<file path="src/rtl/uart_rx_fifo.sv">
// uart_rx_fifo: first-word-fall-through receive buffer behind the UART receiver.
// Each rising edge of RX_STATUS captures one RX_DATA byte. The CPU side sees the
// head byte combinationally on rd_data and pops it with rd_en.
//
// Handshake: the head entry is "valid" whenever empty is low, and rd_en is the
// "ready". A pop happens only in a cycle where both are high. rd_data must be
// consumed in that same cycle. rd_en while empty has no effect at all.
module uart_rx_fifo #(
  parameter int DEPTH  = 16,
  parameter int ADDR_W = 4
) (
  input  logic              sysclk,
  input  logic              reset,
  input  logic              RX_STATUS,
  input  logic [7:0]        RX_DATA,
  input  logic              rd_en,
  input  logic              clr_ovf,
  output logic [7:0]        rd_data,
  output logic              empty,
  output logic              full,
  output logic [ADDR_W:0]   level,
  output logic              overflow,
  output logic              rx_irq
);

  localparam logic [ADDR_W:0] FULL_LEVEL = (ADDR_W+1)'(DEPTH);

  // Byte storage. It is deliberately not reset, because a flush only needs the pointers and level.
  logic [7:0]          mem [0:DEPTH-1];
  logic [ADDR_W-1:0]   wr_ptr;
  logic [ADDR_W-1:0]   rd_ptr;
  logic [ADDR_W:0]     level_q;
  logic                status_d;
  logic                overflow_q;

  logic                push;
  logic                pop;
  logic                accept;
  logic                drop;

  // Occupancy flags come only from the registered level.
  assign empty    = (level_q == '0);
  assign full     = (level_q == FULL_LEVEL);
  assign level    = level_q;
  assign overflow = overflow_q;
  assign rx_irq   = ~empty;

  // Strobe decode: one push per RX_STATUS rising edge, and a push into a full FIFO is
  // accepted only when a pop frees the slot in the same cycle.
  always_comb begin
    push   = RX_STATUS & ~status_d;
    pop    = rd_en & ~empty;
    accept = push & (~full | pop);
    drop   = push & ~accept;
  end

  // Fall-through head byte. It reads as zero when nothing is buffered.
  always_comb begin
    rd_data = 8'h00;
    if (!empty) begin
      rd_data = mem[rd_ptr];
    end
  end

  // Write port: store the byte sampled in the push cycle.
  always_ff @(posedge sysclk) begin
    if (accept) begin
      mem[wr_ptr] <= RX_DATA;
    end
  end

  // Pointer, level, edge-detect and sticky overflow state.
  always_ff @(posedge sysclk) begin
    if (reset) begin
      status_d   <= 1'b0;
      wr_ptr     <= '0;
      rd_ptr     <= '0;
      level_q    <= '0;
      overflow_q <= 1'b0;
    end else begin
      status_d <= RX_STATUS;
      if (accept) begin
        wr_ptr <= wr_ptr + ADDR_W'(1);
      end
      if (pop) begin
        rd_ptr <= rd_ptr + ADDR_W'(1);
      end
      level_q <= level_q + {{ADDR_W{1'b0}}, accept} - {{ADDR_W{1'b0}}, pop};
      // A dropped byte sets the flag even when clr_ovf arrives in the same cycle.
      if (drop) begin
        overflow_q <= 1'b1;
      end else if (clr_ovf) begin
        overflow_q <= 1'b0;
      end
    end
  end

endmodule

</file>
<file path="config.mk">
export PLATFORM = sky130hd
export DESIGN_NAME = uart_rx_fifo
export DESIGN_NICKNAME = d
export VERILOG_FILES = /design/src/rtl/uart_rx_fifo.sv
export SDC_FILE = /design/constraint.sdc
export NUM_CORES = 1
export LEC_CHECK = 0
export BUFFER_PORTS_ARGS = -buffer_cell sky130_fd_sc_hd__buf_2
export CAP_MARGIN = 20
export CORE_AREA = 2 2 107 109
export CTS_CLUSTER_DIAMETER = 150
export DETAILED_ROUTE_END_ITERATION = 8
export DIE_AREA = 0 0 109 111
export GPL_ROUTABILITY_DRIVEN = 0
export HOLD_SLACK_MARGIN = 0.05
export PLACE_DENSITY = 0.73
export SYNTH_ARGS = -nofsm -noshare
export SYNTH_HDL_FRONTEND = slang
export SYNTH_SLANG_ARGS = --single-unit
</file>
<file path="constraint.sdc">
create_clock -name sysclk -period 3 [get_ports sysclk]
set_input_delay 0 -clock sysclk [delete_from_list [all_inputs] [get_ports sysclk]]
set_output_delay 0 -clock sysclk [all_outputs]
set_load 0.02 [all_outputs]
</file>
; ---- Word level (Yosys, flattened, before mapping)
; Memory sizes are Yosys's and may differ from the RTL's. A register that Yosys moved wholly into a read port is not among the register bits.
; Cells that the tools add are included.
[word_totals]
regBits = 15
ram_bits = 128
inputBits = 13
output_inout_bits = 17
mem_count = 1
[classes]
n_addsub = 4
eq_ne = 1
n_mux = 7
n_bitwise = 9
n_reduce_logical = 2
[mem_list]
columns = name, words, word_bits, read_ports, rd_ports_with_merged_regs, write_ports, line
row1 = mem, 16, 8, 1, 1, 1, 29  ; logic [7:0] mem [0:DEPTH-1];
[ops]
columns = op, count
row1 = "adder 4 x 1 -> 4 bit, second input constant", 2
row2 = two-way mux 4 bit, 2
row3 = two-way mux 8 bit, 1
row4 = adder 5 x 1 -> 5 bit, 1
row5 = "== test 5 bit, second input constant", 1
row6 = zero test 5 bit, 1
row7 = subtractor 5 x 1 -> 5 bit, 1
row8 = AND 1 bit, 4
row9 = two-way mux 1 bit, 4
row10 = NOT 1 bit, 4
row11 = nonzero test 2 bit, 1
row12 = OR 1 bit, 1

; ---- Logic depth before layout (Yosys ltp)
[depth]
depth_word = 8
depth_mapped = 14
ltp_nobuf = 13

; ---- Worst setup path after synthesis
; No wires, ideal clock.
[synth_timing]
path_kind = register to register
start = register level_q[3], in the netlist level[3]
end = register level_q[4], in the netlist level[4]
setup_ns = 0.070
arrival_time_ns = 3.009
required_ns = 2.930
path_slack_ns = -0.078
stages_incl_launch_ff = 15
path_buffers = 1
cell_sequence = dfxtp_1 -> inv_1 -> ha_1 -> or4b_2 -> clkbuf_1 -> nand2_1 -> inv_1 -> ha_1 -> inv_1 -> ha_1 -> fa_1 -> a21oi_1 -> nor2_1 -> or3_1 -> a21oi_1
[synth_between]
elab_chain_cells = 7
elab_cells_between_ends = 9
cone_classes = 2 x add/sub / 1 x eq/ne / 5 x bitwise / 1 x reduce/logical
[synth_lines]
columns = item, line
row1 = from (decl), 32  ; logic [ADDR_W:0] level_q;
row2 = from (signal assigned), 88  ; level_q <= level_q + {{ADDR_W{1'b0}}, accept} - {{ADDR_W{1'b0}}, pop};
row3 = zero test 5 bit *, 42  ; assign empty = (level_q == '0);
row4 = NOT 1 bit *, 52  ; pop = rd_en & ~empty;
row5 = AND 1 bit *, 52
row6 = named net pop, 37  ; logic pop;
row7 = OR 1 bit, 53  ; accept = push & (~full | pop);
row8 = AND 1 bit, 53
row9 = adder 5 x 1 -> 5 bit, 88
row10 = subtractor 5 x 1 -> 5 bit *, 88
; The timed path passes the listed nets; every way through them passes the cells marked *.
; A chain may end at the register's enable or synchronous reset.

; ---- Final worst setup path
[layout_timing]
start = register level_q[2], in the netlist level[2]
end = register level_q[4], in the netlist level[4]
; Same word-level chain as after synthesis.

==> impl_metrics.ini <==
[route]
drt_iter0_drc = 156
vias = 3095
dr.pass1.iters = 4
ant_nets = 0
drt-total-wl_um = 11220
drc_errors = 0
wl_per_cell_um = 20.52
vias_per_cell = 5.658

[global_routing]
antenna_found_initial = 0
grt_use_total = 0.2050
grt_pass1_wl_um = 17650
grt_pass1_vias = 3282
overflow = 0
grt_max_degree = 25

[timing]
min_period_over_period = 0.9363
clock-skew-final_ns = 0.009286
max_slew_margin = 0.5714
finalSetupTns_ns = 0
period_minus_slack_ns = 2.809
fmax_mhz = 356.0
report.final.setup_viol = 0
worst_pin_slew_ns = 0.6420
fin_hold_ws_ns = 0.4939
finalHoldViolCount = 0
finalMaxSlewViolations = 0
rsz0062_at_grt = false

[floorplan]
num_rows = 39
initial_utilization = 0.5359
chipHeight_um = 111
num_io_pins = 30
dieArea_mm2 = 0.01210
core-area_mm2 = 0.01108
die_w_um = 109

[yosys]
syn_avg_cell_area_um2 = 18.43
seq_area_frac_synth = 0.7116
synth_flop_cell = edfxtp_1
async_flop_share = 0
syn-num-nets = 347
ys_ff_latch = 147
ys_warn_count = 0
synth-edff-count = 128
netlist_instances = 322
synthesis.area_mm2 = 0.005936
synth_cell_type_count = 34

[layout]
final_cell_mix = edfxtp_1, buf_2, nor2_1
nNetsFinal = 416
num_antenna_cells = 0
final_util = 0.6449
final_area_mm2 = 0.007143
final_common_cell = edfxtp_1
drive_gt1_frac = 0.2797
fillerInstances = 757
synthToLayoutAreaGrowth_pct = 20.34

[power_and_ir_drop]
worst_ir_drop_vdd_v = 0.0004907
p_per_area_mw_per_mm2 = 830.3
cellLeakagePower_nw = 2.491

[setup_path]
cp_max_fo = 3
cp-end-kind = flop
crit_type = flop to flop
r2r_end = level[4]
startpoint_type = flop
rr_worst_depth = 13
crit_required_ns = 3.34
r2r_slack_ns = 0.19
timing.rr.start = level[2]
cp.arrival_ns = 3.15

[cts]
numCtsBuffers = 17
root_buffer = clkbuf_16
post-cts-setup-buffers = 0
clk_pin_slew_worst_paths_ns = 0.06
cts_tree = yes
cts_htree_levels = 4
clock_latency_ns = 0.41
cts.sinks = 147
clock_path_buffers = 2

[hold_path]
hp-class = input port to flop
hold_path_startpoint = reset
hold_end = wr_ptr[0]
holdPathStages = 3

[status]
status = completed

[placement]
hpwl_um = 6745
portBuffers = 29
post_dp_cell_area_mm2 = 0.006334

[run]
drv_cap = 0
[worst max path at each step]
stage / depth (start not counted) / slack (ns) / end / from
after global routing: 13 / 0.02 / level[4] / level[2]
final: 13 / 0.19 / level[4] / level[2]
after CTS: 13 / 0.007 / level[4] / level[2]
after detailed placement: 13 / 0.03 / level[4] / level[2]
after global placement: 13 / 0.09 / level[4] / level[3]
after floorplan: 14 / 0.02 / level[4] / level[2]
[per-stage QoR]
| step | total power [mW] | cells | worst slack (ns) |
|---|---|---|---|
| after global routing | 6.182 | 547 | 0.01563 |
| after detailed placement | 3.646 | 500 | 0.02849 |
| after CTS | 5.966 | 547 | 0.007396 |
| after floorplan | 3.329 | 322 | 0.02475 |
| after global placement | 3.607 | 500 | 0.09100 |
| final | 5.931 | 547 | 0.1912 |
[cell families (layout without fill, tap and decap cells)]
kind of cell	count (synthesis)	after routing	share of synthesized area
AOI/OAI and AO/OA	27	27	0.02403
muxes	48	48	0.1583
DFF	147	147	0.7116
and+or+nand+nor	53	53	0.04237
buffers and inverters	27	109	0.02529
xor gates and xnor gates	8	8	0.01180
adders and majority gates	12	12	0.02656
[critical path: stages, from the launching register on]
cell and delay, ns:
dfxtp_2 0.33, inv_1 0.08, ha_1 0.16, or4b_4 0.47
nand2_2 0.11, inv_1 0.05, ha_1 0.26, inv_1 0.04
ha_1 0.20, fa_2 0.35, a21oi_1 0.15, nor2_1 0.07
or3_1 0.35, a21oi_1 0.14
[state kept, by name, indices dropped and copies added (netlist names), named ones only]
register and count:
mem 128, wr_ptr 4, rd_ptr 4, overflow 1
status_d 1, level 5
[Yosys cell counts (6+ instances only)]
cell	instances	area, um2
inv_1	11	41.29
nor2_1	23	86.33
mux4_1	13	341.6
nand2_1	9	33.78
mux4_2	19	427.9
edfxtp_1	128	3844
nor2b_1	6	37.54
dfxtp_1	19	380.4
mux2i_1	8	80.08
ha_1	11	137.6
mux2_2	8	90.09
a21oi_1	14	70.07
[layer usage]
layer | vias up | global-route usage | part of all wire
met5 | - | 0 | 0
met4 | 0 | 0.08034 | 0.018
met3 | 16 | 0.05467 | 0.044
met2 | 83 | 0.3292 | 0.51
met1 | 1587 | 0.2665 | 0.42
li1 | 1409 | - | -
[final cells by class]
cell class / instances / area (um2) / share of cell area
clock inverter: 14 / 224.0 / 0.03135
clock buffer: 18 / 429.2 / 0.06008
multi-input combinational: 148 / 1570 / 0.2198
timing repair buffer: 66 / 473.0 / 0.06621
sequential: 147 / 4227 / 0.5917
tap: 143 / 178.9 / 0.02505
inverter: 11 / 41.29 / 0.005780
[power by group]
group          internal (mW)  leakage, nW  switching, mW  total [mW]
registers               2.30         1.31         0.0685        2.37
logic                  0.578        0.863          0.678        1.26
clock network           1.49        0.318          0.815        2.30
total                   4.37         2.49           1.56        5.93
[timing repair]
item	in CTS	in global routing
hold endpoints to repair	146	0
resized for setup	0	2
hold buffers	15	0
setup endpoints to repair	0	1
No activity file was read; power rests on OpenSTA's default activity.
